### src/rtl/windowed_integrator.sv
// Moving-window integrator: running sum of the last WIN accepted ADC samples in a
// circular buffer, scaled by a programmable sample interval (rectangle-rule integral).
module windowed_integrator #(
  parameter  int DATA_W  = 16,
  parameter  int DEPTH   = 32,
  parameter  int SCALE_W = 8,
  localparam int PTR_W   = $clog2(DEPTH),
  localparam int SUM_W   = DATA_W + PTR_W + 1,
  localparam int OUT_W   = SUM_W + SCALE_W
) (
  input  logic               clk,
  input  logic               reset,
  input  logic               sample_valid,
  input  logic [DATA_W-1:0]  din,
  input  logic               cfg_load,
  input  logic [PTR_W:0]     cfg_window,
  input  logic [SCALE_W-1:0] cfg_interval,
  output logic [OUT_W-1:0]   integral,
  output logic               out_valid,
  output logic               win_full,
  output logic [PTR_W:0]     fill_count
);

  logic [DATA_W-1:0]  r_buf [DEPTH];
  logic [PTR_W:0]     r_win;
  logic [SCALE_W-1:0] r_interval;
  logic [PTR_W-1:0]   r_wr_ptr;
  logic [PTR_W:0]     r_fill;
  logic [SUM_W-1:0]   r_sum;
  logic               r_s1_full;
  logic               r_s2_valid;
  logic [OUT_W-1:0]   r_product;
  logic [OUT_W-1:0]   r_integral;
  logic               r_out_valid;
  logic               r_win_full;

  logic               w_accept;
  logic               w_full_now;
  logic [PTR_W:0]     w_win_cfg;
  logic [PTR_W:0]     w_next_fill;
  logic [SUM_W-1:0]   w_next_sum;
  logic [PTR_W-1:0]   w_next_ptr;
  logic [DATA_W-1:0]  w_oldest;

  assign w_accept   = sample_valid & ~cfg_load;
  assign w_full_now = (r_fill == r_win);
  assign w_oldest   = r_buf[r_wr_ptr];

  // Clamp the requested window into 1..DEPTH
  always_comb begin
    w_win_cfg = cfg_window;
    if (cfg_window == {(PTR_W+1){1'b0}}) begin
      w_win_cfg = (PTR_W+1)'(1);
    end else if (cfg_window > (PTR_W+1)'(DEPTH)) begin
      w_win_cfg = (PTR_W+1)'(DEPTH);
    end else begin
      w_win_cfg = cfg_window;
    end
  end

  // Next window state for an accepted sample; a full window evicts the slot about to be overwritten
  always_comb begin
    w_next_fill = r_fill;
    w_next_sum  = r_sum;
    w_next_ptr  = r_wr_ptr;
    if (w_full_now) begin
      w_next_fill = r_fill;
      w_next_sum  = r_sum + SUM_W'(din) - SUM_W'(w_oldest);
    end else begin
      w_next_fill = r_fill + (PTR_W+1)'(1);
      w_next_sum  = r_sum + SUM_W'(din);
    end
    if ({1'b0, r_wr_ptr} == (r_win - (PTR_W+1)'(1))) begin
      w_next_ptr = {PTR_W{1'b0}};
    end else begin
      w_next_ptr = r_wr_ptr + PTR_W'(1);
    end
  end

  // Sample storage; contents are never cleared because fill_count gates their use
  always_ff @(posedge clk) begin
    if (w_accept && !reset) begin
      r_buf[r_wr_ptr] <= din;
    end
  end

  // Window state, configuration and the two-stage scale pipeline
  always_ff @(posedge clk) begin
    if (reset) begin
      r_win       <= (PTR_W+1)'(DEPTH);
      r_interval  <= SCALE_W'(1);
      r_wr_ptr    <= {PTR_W{1'b0}};
      r_fill      <= {(PTR_W+1){1'b0}};
      r_sum       <= {SUM_W{1'b0}};
      r_s1_full   <= 1'b0;
      r_s2_valid  <= 1'b0;
      r_product   <= {OUT_W{1'b0}};
      r_integral  <= {OUT_W{1'b0}};
      r_out_valid <= 1'b0;
      r_win_full  <= 1'b0;
    end else if (cfg_load) begin
      // Restart: squash everything in flight, but integral keeps its last value
      r_win       <= w_win_cfg;
      r_interval  <= cfg_interval;
      r_wr_ptr    <= {PTR_W{1'b0}};
      r_fill      <= {(PTR_W+1){1'b0}};
      r_sum       <= {SUM_W{1'b0}};
      r_s1_full   <= 1'b0;
      r_s2_valid  <= 1'b0;
      r_out_valid <= 1'b0;
      r_win_full  <= 1'b0;
    end else begin
      if (w_accept) begin
        r_wr_ptr   <= w_next_ptr;
        r_fill     <= w_next_fill;
        r_sum      <= w_next_sum;
        r_win_full <= (w_next_fill == r_win);
        r_s1_full  <= (w_next_fill == r_win);
      end else begin
        r_s1_full  <= 1'b0;
      end
      r_s2_valid  <= r_s1_full;
      r_product   <= OUT_W'(r_sum) * OUT_W'(r_interval);
      r_out_valid <= r_s2_valid;
      if (r_s2_valid) begin
        r_integral <= r_product;
      end
    end
  end

  assign integral   = r_integral;
  assign out_valid  = r_out_valid;
  assign win_full   = r_win_full;
  assign fill_count = r_fill;

endmodule

### config.mk
export PLATFORM = sky130hd
export DESIGN_NAME = windowed_integrator
export DESIGN_NICKNAME = d
export VERILOG_FILES = /design/src/rtl/windowed_integrator.sv
export SDC_FILE = /design/constraint.sdc
export NUM_CORES = 1
export LEC_CHECK = 0
export CAP_MARGIN = 20
export CORE_MARGIN = 2
export CORE_UTILIZATION = 34
export CTS_BUF_LIST = sky130_fd_sc_hd__clkbuf_4
export CTS_CLUSTER_DIAMETER = 50
export DETAILED_ROUTE_END_ITERATION = 8
export GPL_TIMING_DRIVEN = 0
export SLEW_MARGIN = 20
export SYNTH_ARGS = -nofsm -noshare
export SYNTH_HDL_FRONTEND = slang
export SYNTH_SLANG_ARGS = --single-unit
### constraint.sdc
create_clock -name clk -period 12.9 [get_ports clk]
set_input_delay 2.58 -clock clk [delete_from_list [all_inputs] [get_ports clk]]
set_output_delay 2.58 -clock clk [all_outputs]
set_load 0.01 [all_outputs]
# ---- Yosys cells after proc, flatten, opt, wreduce, memory -nomap -nowiden
# Memory sizes are Yosys's and may differ from the RTL's. A register that Yosys moved wholly into a read port is not among the register bits.
# Cells that the tools add are included.
dict set report op_classes {
  addsub 5
  n_mul 1
  n_div 0
  n_lt_le_gt_ge 1
  n_eq_ne 3
  shifts 0
  n_mux 9
  bitwise_logic 3
  n_reduce_logical 6
}
# operator count
set op_table {}
lappend op_table {{multiplier 22 x 8 -> 30 bit} 1}
lappend op_table {{adder 22 x 16 -> 22 bit} 1}
lappend op_table {{2-to-1 mux 22 bit} 1}
lappend op_table {{subtractor 22 x 16 -> 22 bit} 1}
lappend op_table {{2-to-1 mux 6 bit} 3}
lappend op_table {{2-to-1 mux 5 bit} 3}
lappend op_table {{== test 6 bit} 2}
lappend op_table {{adder 6 x 1 -> 6 bit, second input constant} 1}
lappend op_table {{== test 5 x 6 -> 1 bit} 1}
lappend op_table {{> comparator 6 bit, second input constant} 1}
lappend op_table {{zero test 6 bit} 1}
lappend op_table {{subtractor 6 x 1 -> 6 bit, second input constant} 1}
lappend op_table {{adder 5 x 1 -> 5 bit, second input constant} 1}
lappend op_table {{OR reduction 3 bit} 1}
lappend op_table {{2-to-1 mux 1 bit} 2}
lappend op_table {{inverter 1 bit} 2}
lappend op_table {{AND reduction 2 bit} 1}
lappend op_table {{OR reduction 2 bit} 1}
lappend op_table {{bitwise AND 1 bit} 1}
lappend op_table {{logical AND 1 bit} 1}
lappend op_table {{zero test 1 bit} 1}
dict set report totals {
  reg_bits 111
  latchBits 0
  mem_bits_rw 512
  rom_bits 0
  input_bits 34
  output_inout_bits 38
  elab_cells 40
  mem_count 1
}
# name words width read_ports rd_clocked_by_memory_dff write_ports line
set mem_list {}
lappend mem_list {r_buf 32 16 1 1 1 24} ;# logic [DATA_W-1:0] r_buf [DEPTH];

# ---- Longest topological paths before layout
dict set report depth {
  depth_word 5
  ltp_mapped 20
}

# ---- Least setup slack after synthesis
# OpenSTA, ideal clock, no wires.
dict set report synth_timing {
  path_type {in2reg}
  from {in din[0]}
  to {reg r_sum[20]}
  setup_ns 0.133
  t_arrival_ns 6.111
  t_required_ns 12.767
  slack_ns 6.656
  path_stages 19
  cell_sequence {ha_1 > inv_1 > fa_1 > nand2b_1 > a21oi_1 > nor2_1 > o21ai_0 > a21o_1 > a21oi_1 > xnor2_1 > ha_1 > a21oi_1 > nand2_1 > a2111oi_0 > a22o_1 > o211ai_1 > nor4_1 > xor2_1 > a21oi_1}
}
dict set report synth_between {
  elab_chain_len 3
}
# item line
set synth_rtl {}
lappend synth_rtl {{start: declaration} 14} ;# input logic [DATA_W-1:0] din,
lappend synth_rtl {{adder 22 x 16 -> 22 bit *} {68, 71}}
lappend synth_rtl {{subtractor 22 x 16 -> 22 bit} 68} ;# w_next_sum = r_sum + SUM_W'(din) - SUM_W'(w_oldest);
lappend synth_rtl {{2-to-1 mux 22 bit *} 66} ;# if (w_full_now) begin
lappend synth_rtl {{end signal: assignment} 94} ;# r_sum <= {SUM_W{1'b0}};
lappend synth_rtl {{end signal: assignment} 107} ;# r_sum <= {SUM_W{1'b0}};
lappend synth_rtl {{end signal: assignment} 116} ;# r_sum <= w_next_sum;
lappend synth_rtl {{end: declaration} 29} ;# logic [SUM_W-1:0] r_sum;
# Mark *: on every way between the ends. The rest lies on a longest branch, timed or not.
# A chain may end at the register's enable or synchronous reset.

# ---- Worst setup path in the final report
# Same ends and word-level chain as after synthesis.

==> results_dict.tcl <==
set metrics [dict create \
    status "finished, final reports clean" \
    hpwlAfterDp_mm 56.5 \
    routed_wl_mm 79.5 \
    port_buffers 70 \
    synth-seq-cells 628 \
    p_leak_nw 12.6 \
    finalClockSkew_ns 0.0615 \
    cap_violations 0 \
    critPathLaunchType "input port" \
    top_level_ports 72 \
    muxShareOfSynthArea_pct 12.6 \
    end_kind "flop" \
    initial_core_util_pct 34.2 \
    rows 111 \
    wl_per_cell_um 21.3 \
    synth_nets 2438 \
    ys_seq_area_share_pct 56.7 \
    p_seq_share_pct 52.9 \
    cts_tree "built" \
    rsz0062_at_grt "false" \
    vias 19300 \
    syn2layout_area_growth_pct 14.7 \
    grt_pass1_wl_mm 121 \
    finalCriticalPeriod_ns 6.80 \
    synth_edf_count 512 \
    pwr-share-clk_pct 40.0 \
    drive_above_1_share_pct 19.8 \
    synthCells 2194 \
    grt_max_degree 35 \
    syn_avg_cell_area_um2 14.2 \
    synth_top_family_by_area "multiplexers" \
    hp-class "reg2reg" \
    path_class "in2reg" \
    power.switching_mw 1.01 \
    setup_tns_ns 0 \
    gp_congestion 0.880 \
    ctsHoldBuffers 0 \
    synth_flop_cell "edfxtp_1" \
    antenna_found_initial 2 \
    finish.utilization_pct 39.2 \
    powerDensity_nw_per_um2 117 \
    firstDrtPassIters 6 \
    synthAdderAreaFrac_pct 11.4 \
    period_share_pct 52.7 \
    worstPathArrival_ns 7.62 \
    synth_simple_gate_area_share_pct 8.83 \
    grt_pass1_vias 20000 \
    nets 2701 \
    synth-compound-area-share_pct 5.53 \
    synth_cell_types 70 \
    fill_cells 8478 \
    placed_area_um2 33800 \
    cts_sinks 628 \
    viasPerCell 5.15 \
    cts_max_path_buffers 3 \
    max_clock_freq_ghz 0.147 \
    relSlewSlack_pct 32.4 \
    clock_latency_ns 1.01 \
    critical_path_required_ns 13.72 \
    setup_viol 0 \
    drt_iter0_markers 1455 \
    final-max-slew-violation-count 0 \
    die_w_um 307 \
    dieArea_um2 94200 \
    core_area_um2 91200 \
    grt_use_total_pct 17.1 \
    worst_slew_pin_slew_ns 1.01 \
    final_area_um2 35800 \
    path_max_fanout 33 \
    drc_errors 0 \
    synthXorXnorAreaFrac_pct 1.80 \
    overflow 0 \
    root_buffer "clkbuf_4" \
    detail-route-antenna-nets 0 \
    async_flop_share_pct 0 \
    syn_area_um2 31200 \
    pwr-share-comb_pct 7.1 \
    cts-resized-gates 0 \
    switching_share_pct 24.1 \
    cts_max_level 4 \
    post-cts-setup-buffers 0 \
    final_common_cell "edfxtp_1" \
    p_int_mw 3.17 \
    final_hold_viol_count 0 \
    vdd_drop_max_uv 80.2 \
    yosysWarnings 0 \
    cts_buffers 160 \
    layout_common_cells "edfxtp_1, nand2_1, clkbuf_4" \
    fp.dieH_um 307 \
    clk_pin_slew_ns 0.06 \
]
-- metal layers --
layer	GRT usage (%)	vias to the layer above	part of all wire (%)
met5	0	-	0
met4	6.91	0	2.9
met1	22.7	9788	44
met3	3.19	133	5.7
met2	27.7	643	47
li1	-	8705	-
-- worst max-delay path, cell delays in order --
cell and delay (ns):
buf_2 0.50, ha_1 0.33, inv_1 0.07, fa_1 0.40
nand2b_1 0.18, a21oi_1 0.21, nor2_1 0.11, o21ai_0 0.33
a21o_1 0.17, a21oi_1 0.07, xnor2_1 0.29, ha_1 0.37
a21oi_1 0.32, nand2_1 0.12, a2111oi_0 0.43, a22o_1 0.24
o211ai_1 0.22, nor4_1 0.37, xor2_1 0.19, a21oi_1 0.08
-- final timing paths --
path | endpoint | slack (ns) | from | depth (start not counted)
hold / removal | integral[6] | 0.45 | r_product[6] | 2
hold reg to reg | integral[6] | 0.45 | r_product[6] | 2
setup reg to reg | r_product[28] | 7.12 | r_interval[2] | 18
setup / recovery | r_sum[20] | 6.10 | din[0] | 20
-- state kept, by name, summed over array words and instances, names as in the netlist, named ones only --
register    count
r_interval      8
fill_count      6
r_s2_valid      1
out_valid       1
r_buf         512
win_full        1
r_sum          22
integral       30
r_s1_full       1
r_wr_ptr        5
r_win           6
r_product      30
-- cell type report --
type	count	area [um^2]	area share (%)
well taps	1186	1480	4.15
diodes	6	15.0	0.0420
multi-input cells	1317	12600	35.2
clock buffers	220	1650	4.62
flip-flops and latches	628	17700	49.5
plain buffers	106	449	1.26
repair buffers	101	1060	2.97
inverters	143	537	1.50
clock inverters	34	287	0.801
-- Yosys cell counts (3+ instances only) --
cell type	number	area [um^2]
a21oi_1	112	561
and3_1	7	43.8
a21boi_0	4	30.0
nand3_1	17	85.1
o22ai_1	4	25.0
o21bai_1	3	22.5
or3_1	20	125
nor4b_1	3	26.3
dfxtp_1	116	2320
buf_1	22	82.6
fa_1	122	2440
nor4_1	10	62.6
mux4_2	160	3600
xor2_1	23	201
nand4_1	11	68.8
inv_1	143	537
a211o_1	8	70.1
nor2b_1	8	50.1
or2_2	4	25.0
buf_6	5	56.3
nand2_1	222	833
o211ai_1	7	52.6
o221ai_1	3	26.3
o21ai_1	7	35.0
clkbuf_1	75	282
o31a_1	4	35.0
mux2i_1	32	320
nor2_1	116	435
a311oi_1	7	61.3
nor3_1	17	85.1
ha_1	88	1100
a31oi_1	9	56.3
xnor2_1	41	359
o31ai_1	3	22.5
nand3b_1	4	30.0
edfxtp_1	512	15400
and2_1	121	757
o21ai_0	37	185
a211oi_1	13	97.6
nand2b_1	10	62.6
a21o_1	14	105
o21a_1	12	90.1
-- cells by family (layout without fill, tap and decap cells) --
logic type	count (synthesis)	in the layout
flip-flops	628	628
AO/OA/AOI/OAI	273	273
other	0	6
AND/OR/NAND/NOR	577	577
buffers and inverters	249	604
XOR/XNOR	64	64
multiplexers	193	193
adder cells (fa/ha/maj)	210	210
-- power by group through the flow --
stage	logic, mW	registers, mW	clock network [mW]
after detailed placement	0.294	2.25	0
after CTS	0.296	2.21	1.72
final	0.295	2.21	1.67
after global placement	0.287	2.26	0
after global routing	0.325	2.21	1.82
after floorplan	0.187	2.25	0
-- metrics by stage --
stage	instances	power, mW	hold slack, ns	setup slack [ns]
after CTS	3735	4.22	0.428	5.40
after global placement	3450	2.54	0.447	4.58
after floorplan	2194	2.43	0.406	6.66
final	3741	4.18	0.448	6.10
after global routing	3741	4.35	0.480	5.64
after detailed placement	3481	2.55	0.449	4.34
(Power assumes the default switching activity.)
